<file path="src/rtl/uart_byte_rx.sv">
// uart_byte_rx -- oversampled UART byte receiver with a first-word-fall-through FIFO.
//
// Build option: define UART_RX_PARITY_EN to expect one even-parity bit after the
// data bits (8E1); without it the frame is 8N1 and parity_err is tied low.
//
// Parameters
//   DELAY_FRAMES : clk cycles per bit (4..8191), default 234 (27 MHz / 115200)
//   FIFO_DEPTH   : receive FIFO depth, power of two 2..64, default 8
// Ports
//   clk        : rising-edge clock
//   rst_n      : asynchronous active-low reset
//   uart_rx    : serial input, idles high, asynchronous to clk
//   rx_data    : byte at the FIFO head (0 while empty)
//   rx_valid   : FIFO non-empty
//   rx_ready   : consumer accepts the head byte (pop when rx_valid & rx_ready)
//   frame_err  : one-cycle pulse, stop bit sampled low
//   parity_err : one-cycle pulse, parity mismatch with a good stop bit
//   overflow   : one-cycle pulse, good byte dropped because the FIFO was full
//   fifo_count : bytes currently held in the FIFO
module uart_byte_rx #(
    parameter int DELAY_FRAMES = 234,
    parameter int FIFO_DEPTH   = 8
) (
    input  logic                          clk,
    input  logic                          rst_n,
    input  logic                          uart_rx,
    output logic [7:0]                    rx_data,
    output logic                          rx_valid,
    input  logic                          rx_ready,
    output logic                          frame_err,
    output logic                          parity_err,
    output logic                          overflow,
    output logic [$clog2(FIFO_DEPTH):0]   fifo_count
);

    localparam int AW = $clog2(FIFO_DEPTH);
    localparam int CW = AW + 1;

    localparam logic [12:0]   BIT_FULL = 13'(DELAY_FRAMES);
    localparam logic [12:0]   BIT_HALF = 13'(DELAY_FRAMES / 2);
    localparam logic [CW-1:0] DEPTH_C  = CW'(FIFO_DEPTH);

    localparam logic [2:0] S_IDLE      = 3'd0;
    localparam logic [2:0] S_START     = 3'd1;
    localparam logic [2:0] S_DATA      = 3'd2;
`ifdef UART_RX_PARITY_EN
    localparam logic [2:0] S_PARITY    = 3'd3;
`endif
    localparam logic [2:0] S_STOP      = 3'd4;
    localparam logic [2:0] S_WAIT_HIGH = 3'd5;

    // Two-flop synchronizer, reset to the idle (high) line level
    logic sync1_q, sync2_q;
    logic rxs;

    always_ff @(posedge clk or negedge rst_n) begin
        if (!rst_n) begin
            sync1_q <= 1'b1;
            sync2_q <= 1'b1;
        end else begin
            sync1_q <= uart_rx;
            sync2_q <= sync1_q;
        end
    end

    assign rxs = sync2_q;

    // Receive FSM
    logic [2:0]  state_q, state_d;
    logic [12:0] cnt_q, cnt_d;
    logic [2:0]  idx_q, idx_d;
    logic [7:0]  shift_q, shift_d;
    logic        push;
    logic        fe_d;
    logic        frame_err_q;
`ifdef UART_RX_PARITY_EN
    logic        par_q, par_d;
    logic        pe_d;
    logic        parity_err_q;
`endif

    always_comb begin
        state_d = state_q;
        cnt_d   = cnt_q;
        idx_d   = idx_q;
        shift_d = shift_q;
        push    = 1'b0;
        fe_d    = 1'b0;
`ifdef UART_RX_PARITY_EN
        par_d   = par_q;
        pe_d    = 1'b0;
`endif
        case (state_q)
            S_IDLE: begin
                if (!rxs) begin
                    state_d = S_START;
                    cnt_d   = 13'd1;
                end
            end
            S_START: begin
                if (cnt_q == BIT_HALF) begin
                    if (rxs) begin
                        state_d = S_IDLE;
                        cnt_d   = '0;
                    end else begin
                        state_d = S_DATA;
                        cnt_d   = 13'd1;
                        idx_d   = '0;
                    end
                end else begin
                    cnt_d = cnt_q + 13'd1;
                end
            end
            S_DATA: begin
                if (cnt_q == BIT_FULL) begin
                    shift_d = {rxs, shift_q[7:1]};
                    cnt_d   = 13'd1;
                    if (idx_q == 3'd7) begin
`ifdef UART_RX_PARITY_EN
                        state_d = S_PARITY;
`else
                        state_d = S_STOP;
`endif
                    end else begin
                        idx_d = idx_q + 3'd1;
                    end
                end else begin
                    cnt_d = cnt_q + 13'd1;
                end
            end
`ifdef UART_RX_PARITY_EN
            S_PARITY: begin
                if (cnt_q == BIT_FULL) begin
                    par_d   = rxs;
                    cnt_d   = 13'd1;
                    state_d = S_STOP;
                end else begin
                    cnt_d = cnt_q + 13'd1;
                end
            end
`endif
            S_STOP: begin
                if (cnt_q == BIT_FULL) begin
                    cnt_d = '0;
                    if (rxs) begin
                        state_d = S_IDLE;
`ifdef UART_RX_PARITY_EN
                        // Even parity: data ones plus parity bit must be even
                        if (par_q != ^shift_q) begin
                            pe_d = 1'b1;
                        end else begin
                            push = 1'b1;
                        end
`else
                        push = 1'b1;
`endif
                    end else begin
                        fe_d    = 1'b1;
                        state_d = S_WAIT_HIGH;
                    end
                end else begin
                    cnt_d = cnt_q + 13'd1;
                end
            end
            S_WAIT_HIGH: begin
                if (rxs) begin
                    state_d = S_IDLE;
                end
            end
            default: begin
                state_d = S_IDLE;
                cnt_d   = '0;
            end
        endcase
    end

    // FIFO control; a full FIFO still accepts a push when the head is popped
    logic [7:0]    mem_q [FIFO_DEPTH];
    logic [AW-1:0] wr_ptr_q, rd_ptr_q;
    logic [CW-1:0] count_q, count_d;
    logic          pop, full, wr_en, ovf_d, overflow_q;

    assign pop   = rx_valid && rx_ready;
    assign full  = (count_q == DEPTH_C);
    assign wr_en = push && (!full || pop);
    assign ovf_d = push && full && !pop;

    always_comb begin
        count_d = count_q;
        if (wr_en && !pop) begin
            count_d = count_q + CW'(1);
        end else if (pop && !wr_en) begin
            count_d = count_q - CW'(1);
        end
    end

    always_ff @(posedge clk or negedge rst_n) begin
        if (!rst_n) begin
            state_q     <= S_IDLE;
            cnt_q       <= '0;
            idx_q       <= '0;
            shift_q     <= '0;
            frame_err_q <= 1'b0;
            overflow_q  <= 1'b0;
            wr_ptr_q    <= '0;
            rd_ptr_q    <= '0;
            count_q     <= '0;
`ifdef UART_RX_PARITY_EN
            par_q        <= 1'b0;
            parity_err_q <= 1'b0;
`endif
        end else begin
            state_q     <= state_d;
            cnt_q       <= cnt_d;
            idx_q       <= idx_d;
            shift_q     <= shift_d;
            frame_err_q <= fe_d;
            overflow_q  <= ovf_d;
            count_q     <= count_d;
            if (wr_en) begin
                wr_ptr_q <= wr_ptr_q + AW'(1);
            end
            if (pop) begin
                rd_ptr_q <= rd_ptr_q + AW'(1);
            end
`ifdef UART_RX_PARITY_EN
            par_q        <= par_d;
            parity_err_q <= pe_d;
`endif
        end
    end

    // Storage needs no reset: it is only observable through rx_data while non-empty
    always_ff @(posedge clk) begin
        if (wr_en) begin
            mem_q[wr_ptr_q] <= shift_q;
        end
    end

    assign rx_valid   = (count_q != '0);
    assign rx_data    = rx_valid ? mem_q[rd_ptr_q] : '0;
    assign fifo_count = count_q;
    assign frame_err  = frame_err_q;
    assign overflow   = overflow_q;
`ifdef UART_RX_PARITY_EN
    assign parity_err = parity_err_q;
`else
    assign parity_err = 1'b0;
`endif

endmodule

</file>
<file path="config.mk">
export PLATFORM = sky130hd
export DESIGN_NAME = uart_byte_rx
export DESIGN_NICKNAME = d
export VERILOG_FILES = /design/src/rtl/uart_byte_rx.sv
export SDC_FILE = /design/constraint.sdc
export NUM_CORES = 1
export LEC_CHECK = 0
export BUFFER_PORTS_ARGS = -buffer_cell sky130_fd_sc_hd__buf_2
export CAP_MARGIN = 20
export CORE_AREA = 2 2 106 108
export DETAILED_ROUTE_END_ITERATION = 10
export DIE_AREA = 0 0 108 110
export SLEW_MARGIN = 10
export SYNTH_ARGS = -nofsm -noshare
export SYNTH_HDL_FRONTEND = slang
export SYNTH_SLANG_ARGS = --single-unit
</file>
<file path="constraint.sdc">
create_clock -name clk -period 7.1 [get_ports clk]
set_input_delay 0 -clock clk [delete_from_list [all_inputs] [get_ports clk]]
set_output_delay 0 -clock clk [all_outputs]
set_load 0.005 [all_outputs]
</file>
==> reports/qor.csv, run 1 <==
metric;value;unit
status;complete, no violations;
Post-Route WL;7.96;mm
Remaining DRCs;0;
IO buf count;18;
antenna diode count;0;
CTS sink count;105;
Distinct cells, synth;55;
DR vias;2618;
vias in the first global route;2545;
CP cell instances;or4_4 > nor4_4 > and4_1 > ha_1 > inv_1 > ha_1 > a21o_1 > a21oi_1 > xnor2_1 > nor2_1 > xor2_1;
WL/cell;16.3;um
Fin Clk Skew;0.0147;ns
number of H-tree levels;3;
reg2reg path depth;11;
largest net degree at the start of global routing;42;
Max-Cap Viols;0;
Avg Cell Area, Syn;14.7;um2
Core ar.;0.0107;mm2
relative slew slack;0.313;
Setup TNS Final;0;ns
max frequency;286;MHz
CTS root buffer;clkbuf_8;
sequential cell area fraction in the yosys report;0.625;
hold_ws;0.266;ns
Yosys top cell area share;0.407;
most used cell, CP;ha_1;
synth top area cells;edfxtp_1 (41%), dfrtp_1 (21%), mux4_2 (7.6%);
crit path launch type;flop;
LEAKAGE;2.14;nW
Critical R2R Capture;fifo_count[3];
Area Growth Syn to Fin;10.3;%
Placed Cells;464;
R2R Setup Slk;3.60;ns
grt ovf;0;
CTS tree;yes;
Hold Path Stages;2;
CTS max path bufs;2;
PD cells;197;mW/mm2
CTS buffer count;9;
Critical Path Fanout Max;11;
Hold Path Class;primary input to flop;
CP max stage cell;or4_4;
Resize count post-CTS;0;
Top FF cell, synth;edfxtp_1;
Largest delay share family, worst path;simple AND/OR/NAND/NOR gates;
Syn Std Cell Area;0.00472;mm2
Post-Synthesis Net Count;337;
asr flop ratio synth;0.390;
count of pins over their slew limit;0;
DR pass1 iterations;4;
Initial Util;0.441;
cells after synthesis;322;
DRT antenna net count;0;
IO Count;20;
Detailed Route Iter0 Violations;161;
period utilization;0.493;
Cell Count, Final, Fillers Out;488;
first-pass GRT wire length;13.2;mm
RSZ-0062 raised after global routing;false;
Die Wd;108;um
GRT Util Overall;0.149;
Worst VDD drop;0.0000885;V
Final Net Count;358;
Arr. time, crit path;3.77;ns
worst path required time;7.37;ns
Rows;38;
Worst Hold End;sync1_q;
HP Start;uart_rx;
Die Ht;110;um
final-layout fill cell count;907;
share of layout cells above drive strength 1;0.233;
crit path kind;flop to flop;
R2R Path Start;cnt_q[8];
Buf/Inv on CP;1;
Setup Viol. Count Final;0;
RD Place Congestion;0.776;
die footprint;0.0119;mm2
Setup crit end kind;flop;
Final Util;0.486;
flops & latches, synth;105;
Synth area leader;edfxtp_1;
final hold violation count;0;
Slew @ Worst Pin;1.02;ns
Reg clk slew, reported paths;0.12;ns
vias per cell;5.36;
detailed placement HPWL;5.46;mm
min Tclk post-route;3.50;ns
Post-synth EDFFs;64;
initial antenna violation count;0;
max incr delay on CP;0.60;ns
YS warnings;0;
Clk Latency, worst-skew pair;0.37;ns
Yosys cell counts, drive strengths merged (3+ instances only):
cell type	instances
a21o	7
a21oi	8
a31oi	3
and3	5
buf	9
clkbuf	7
dfrtp	39
edfxtp	64
ha	10
inv	9
mux2	12
mux2i	8
mux4	16
nand2	21
nand2b	3
nand3	9
nor2	16
nor3	7
nor3b	7
nor4	4
o21ai	15
or3	3
xnor2	7
xor2	3
cell families after synthesis:
kind of cell,share of synthesized area
flops,0.625
simple gates,0.107
compound gates,0.0697
mux,0.124
buf+inv,0.0239
fa+ha+maj,0.0308
xor+xnor,0.0186
other cells,0.000795
per-layer routing:
metal | GRT usage | wire length [um] | up-vias
met4 | 0.0604 | 115 | 0
met5 | 0 | 0 | -
met1 | 0.215 | 4010 | 1306
met3 | 0.0276 | 210 | 8
li1 | - | - | 1270
met2 | 0.223 | 3630 | 34
power by group:
part | internal, mW | leakage [nW] | switching [mW]
registers | 0.643 | 1.29 | 0.00103
logic | 0.00208 | 0.738 | 0.00556
clock network | 0.144 | 0.108 | 0.227
registers in the layout (all words and copies together), names as in the netlist, 3 cells and up:
signal,cells
mem_q,64
rd_ptr_q,3
cnt_q,13
shift_q,8
state_q,3
wr_ptr_q,3
fifo_count,4
idx_q,3
worst max-delay path by stage:
stage	from	to	slack, ns	cells past startpoint
final	cnt_q[8]	fifo_count[3]	3.60	11
after global routing	cnt_q[0]	fifo_count[3]	3.36	13
after CTS	cnt_q[8]	mem_q[5][1]	3.40	5
after detailed placement	cnt_q[8]	mem_q[5][3]	3.44	5
after global placement	cnt_q[0]	mem_q[5][4]	3.64	7
after floorplan	cnt_q[8]	fifo_count[3]	4.21	12
worst register-to-register path, stage by stage, from the launching register on:
cell and delay (ns):
dfrtp_1 0.46, or4_4 0.60, nor4_4 0.57, and4_1 0.47
ha_1 0.26, inv_1 0.10, ha_1 0.28, a21o_1 0.15
a21oi_1 0.17, xnor2_1 0.14, nor2_1 0.07, xor2_1 0.14
through the flow:
step / setup WS [ns] / total power [mW] / instance area, um2
2_1_floorplan: 4.21 / 0.658 / 4720
3_3_place_gp: 3.64 / 0.664 / 4900
3_5_place_dp: 3.44 / 0.664 / 4900
4_1_cts: 3.40 / 1.04 / 5150
5_1_grt: 3.36 / 1.06 / 5200
6_report: 3.60 / 1.02 / 5200
repair_timing:
item | in CTS | in global routing
setup buffers | 0 | 0
hold buffers | 3 | 0
endpoints found under the hold margin | 42 | 0
final cells by class:
class	count	area, um2	area share
sequential	105	2950	0.567
multi-input combinational	192	1660	0.319
tap	140	175	0.0337
timing repair buffer	26	168	0.0322
clock buffer	9	124	0.0238
clock inverter	7	91.3	0.0176
inverter	9	33.8	0.00649
cell usage in the layout, fill, tap and decap left out, types with 5 or more instances in the layout:
cell type,Yosys,layout
a21oi_1,8,8
dfrtp_1,39,39
and3_1,5,5
edfxtp_1,64,64
buf_2,3,21
mux2i_1,8,8
ha_1,10,10
inv_1,9,9
nor2_1,16,16
mux2_2,10,10
mux4_2,16,16
nor3_1,7,7
nor3b_1,7,6
nand2_1,21,21
xnor2_1,7,7
nand3_1,8,8
clkbuf_8,0,9
a21o_1,7,7
o21ai_0,14,14
Power figures use the tool's default switching activity.
==> inputs of run 2 (changes only) <==
- clock period: 7.1 -> 3 ns (I/O delays scaled with it)
==> reports/qor.csv, run 2 (synthesized netlist as in run 1, its figures left out) <==
metric;value;unit;change
Setup crit end kind;flop;;unchanged
min Tclk post-route;2.83;ns;was 3.50 ns
Worst VDD drop;0.000188;V;was 0.0000885 V
initial antenna violation count;0;;unchanged
CTS buffer count;9;;unchanged
vias in the first global route;2736;;was 2,545
LEAKAGE;2.18;nW;was 2.14 nW
Hold Path Class;primary input to flop;;unchanged
DRT antenna net count;0;;unchanged
CTS sink count;105;;unchanged
most common cell after layout, fill and taps aside;edfxtp_1;;unchanged
WL/cell;17.1;um;was 16.3 um
Most flops, register;mem_q;;unchanged
Worst Hold End;sync1_q;;unchanged
Net Sw Power;0.513;mW;was 0.233 mW
die footprint;0.0119;mm2;unchanged
Setup Viol. Count Final;0;;unchanged
Initial Util;0.441;;unchanged
final instance area;0.00527;mm2;was 0.00520 mm2
DR vias;2683;;was 2,618
R2R Path Start;cnt_q[0];;was cnt_q[8]
Die Wd;108;um;unchanged
IO Count;20;;unchanged
final hold violation count;0;;unchanged
HP Start;uart_rx;;unchanged
max frequency;353;MHz;was 286 MHz
crit path launch type;flop;;unchanged
Max-Cap Viols;0;;unchanged
dpl cell area;0.00504;mm2;was 0.00490 mm2
largest net degree at the start of global routing;42;;unchanged
Critical Path Fanout Max;3;;was 11
RD Place Congestion;0.827;;was 0.776
first-pass GRT wire length;14.3;mm;was 13.2 mm
Area Growth Syn to Fin;11.7;%;was 10.3%
antenna diode count;0;;unchanged
Largest delay share family, worst path;simple AND/OR/NAND/NOR gates;;unchanged
detailed placement HPWL;5.77;mm;was 5.46 mm
CP cell instances;inv_1 > ha_1 > or4bb_4 > nor4_4 > and4_4 > ha_4 > inv_2 > ha_1 > a21o_1 > a21oi_2 > xnor2_1 > nor2_1 > xor2_1;;was or4_4 > nor4_4 > and4_1 > ha_1 > inv_1 > ha_1 > a21o_1 > a21oi_1 > xnor2_1 > nor2_1 > xor2_1
Hold Path Stages;2;;unchanged
Buf/Inv on CP;2;;was 1
max incr delay on CP;0.48;ns;was 0.60 ns
grt ovf;0;;unchanged
Setup Slack @ Placement;0.167;ns;was 3.44 ns
period utilization;0.945;;was 0.493
DR pass1 iterations;5;;was 4
Final Net Count;371;;was 358
Critical R2R Capture;fifo_count[3];;unchanged
share of layout cells above drive strength 1;0.271;;was 0.233
number of flip-flops under the largest register name;64;;unchanged
vias per cell;5.36;;about the same
Rows;38;;unchanged
leading registers by flop count;mem_q x64, cnt_q x13, shift_q x8;;unchanged
most used cell, CP;ha_1;;unchanged
relative slew slack;0.373;;was 0.313
Reg clk slew, reported paths;0.10;ns;was 0.12 ns
Post-Route WL;8.59;mm;was 7.96 mm
R2R Setup Slk;0.17;ns;was 3.60 ns
number of H-tree levels;3;;unchanged
Clk Latency, worst-skew pair;0.37;ns;about the same
CP max stage cell;or4bb_4;;was or4_4
status;complete, no violations;;unchanged
Fin Clk Skew;0.0141;ns;was 0.0147 ns
Sw Share;0.218;;was 0.228
most frequent cells in the layout;edfxtp_1 (64), dfrtp_1 (39), nand2_1 (21);;was edfxtp_1 (64), dfrtp_1 (39), nand2_1 (21), buf_2 (21)
crit path setup slack, layout;0.166;ns;was 3.60 ns
Setup TNS Final;0;ns;unchanged
PD cells;446;mW/mm2;was 197 mW/mm2
Arr. time, crit path;3.10;ns;was 3.77 ns
CTS root buffer;clkbuf_8;;unchanged
reg2reg path depth;13;;was 11
Detailed Route Iter0 Violations;168;;was 161
Core ar.;0.0107;mm2;unchanged
worst path required time;3.27;ns;was 7.37 ns
Slew @ Worst Pin;0.940;ns;was 1.02 ns
CTS tree;yes;;unchanged
count of pins over their slew limit;0;;unchanged
Remaining DRCs;0;;unchanged
clock power share;0.343;;was 0.363
CTS max path bufs;2;;unchanged
Reg power frac;0.649;;was 0.630
crit path kind;flop to flop;;unchanged
Die Ht;110;um;unchanged
Gate power share;0.008;;was 0.007
GRT Util Overall;0.161;;was 0.149
IO buf count;18;;unchanged
P_int;1.83;mW;was 0.789 mW
run 2: repair_timing:
action / 4_1_cts / 5_1_grt
endpoints found under the setup margin: 0 / 1
resized for setup: 0 / 6
hold endpoints to repair: 42 / 0
buffers inserted: 0 / 0
hold buffers: 3 / 0
run 2: worst max-delay path by stage:
stage                        start             to  slack, ns  cells past startpoint
after floorplan           cnt_q[8]  fifo_count[3]       0.11                     12
after global placement    cnt_q[8]  fifo_count[3]       0.24                     11
after detailed placement  cnt_q[8]  fifo_count[3]       0.17                     11
after CTS                 cnt_q[8]  fifo_count[3]       0.16                     11
after global routing      cnt_q[0]  fifo_count[3]      -0.01                     13
final                     cnt_q[0]  fifo_count[3]       0.17                     13
run 2: final cells by class:
| class | count | area (um2) |
|---|---|---|
| clock buffer | 9 | 124 |
| timing repair buffer | 39 | 255 |
| fill | 938 | 5430 |
| tap | 140 | 175 |
| clock inverter | 7 | 52.6 |
| multi-input combinational | 192 | 1680 |
| sequential | 105 | 2950 |
| inverter | 9 | 33.8 |
run 2: worst reg2reg max path: stages, from the launching register on:
cell and delay, ns:
dfrtp_1 0.39, inv_1 0.06, ha_1 0.14, or4bb_4 0.48, nor4_4 0.28, and4_4 0.29
ha_4 0.14, inv_2 0.05, ha_1 0.28, a21o_1 0.17, a21oi_2 0.13, xnor2_1 0.13
nor2_1 0.06, xor2_1 0.14
run 2: metal layers:
layer  GRT usage  up-vias  routed length [um]
li1            -     1288                   -
met1       0.223     1333                3990
met2       0.253       51                4150
met3      0.0306       11                 332
met4      0.0604        0                 113
met5           0        -                   0
run 2: per-stage QoR:
| step | cells | total power [mW] | util | hold slack, ns |
|---|---|---|---|---|
| global placement | 482 | 1.57 | 0.471 | 0.110 |
| detailed placement | 482 | 1.57 | 0.471 | 0.109 |
| global route | 501 | 2.43 | 0.493 | 0.234 |
| floorplan | 322 | 1.56 | - | -0.296 |
| CTS | 501 | 2.37 | 0.490 | 0.235 |
| finish | 501 | 2.35 | 0.493 | 0.258 |
run 2: power by group through the flow:
stage                     sequential, mW  combinational [mW]  clock [mW]
final                               1.52              0.0182       0.806
after global routing                1.52              0.0216       0.887
after CTS                           1.52              0.0193       0.829
after detailed placement            1.56              0.0163           0
after global placement              1.56              0.0161           0
after floorplan                     1.55             0.00479           0
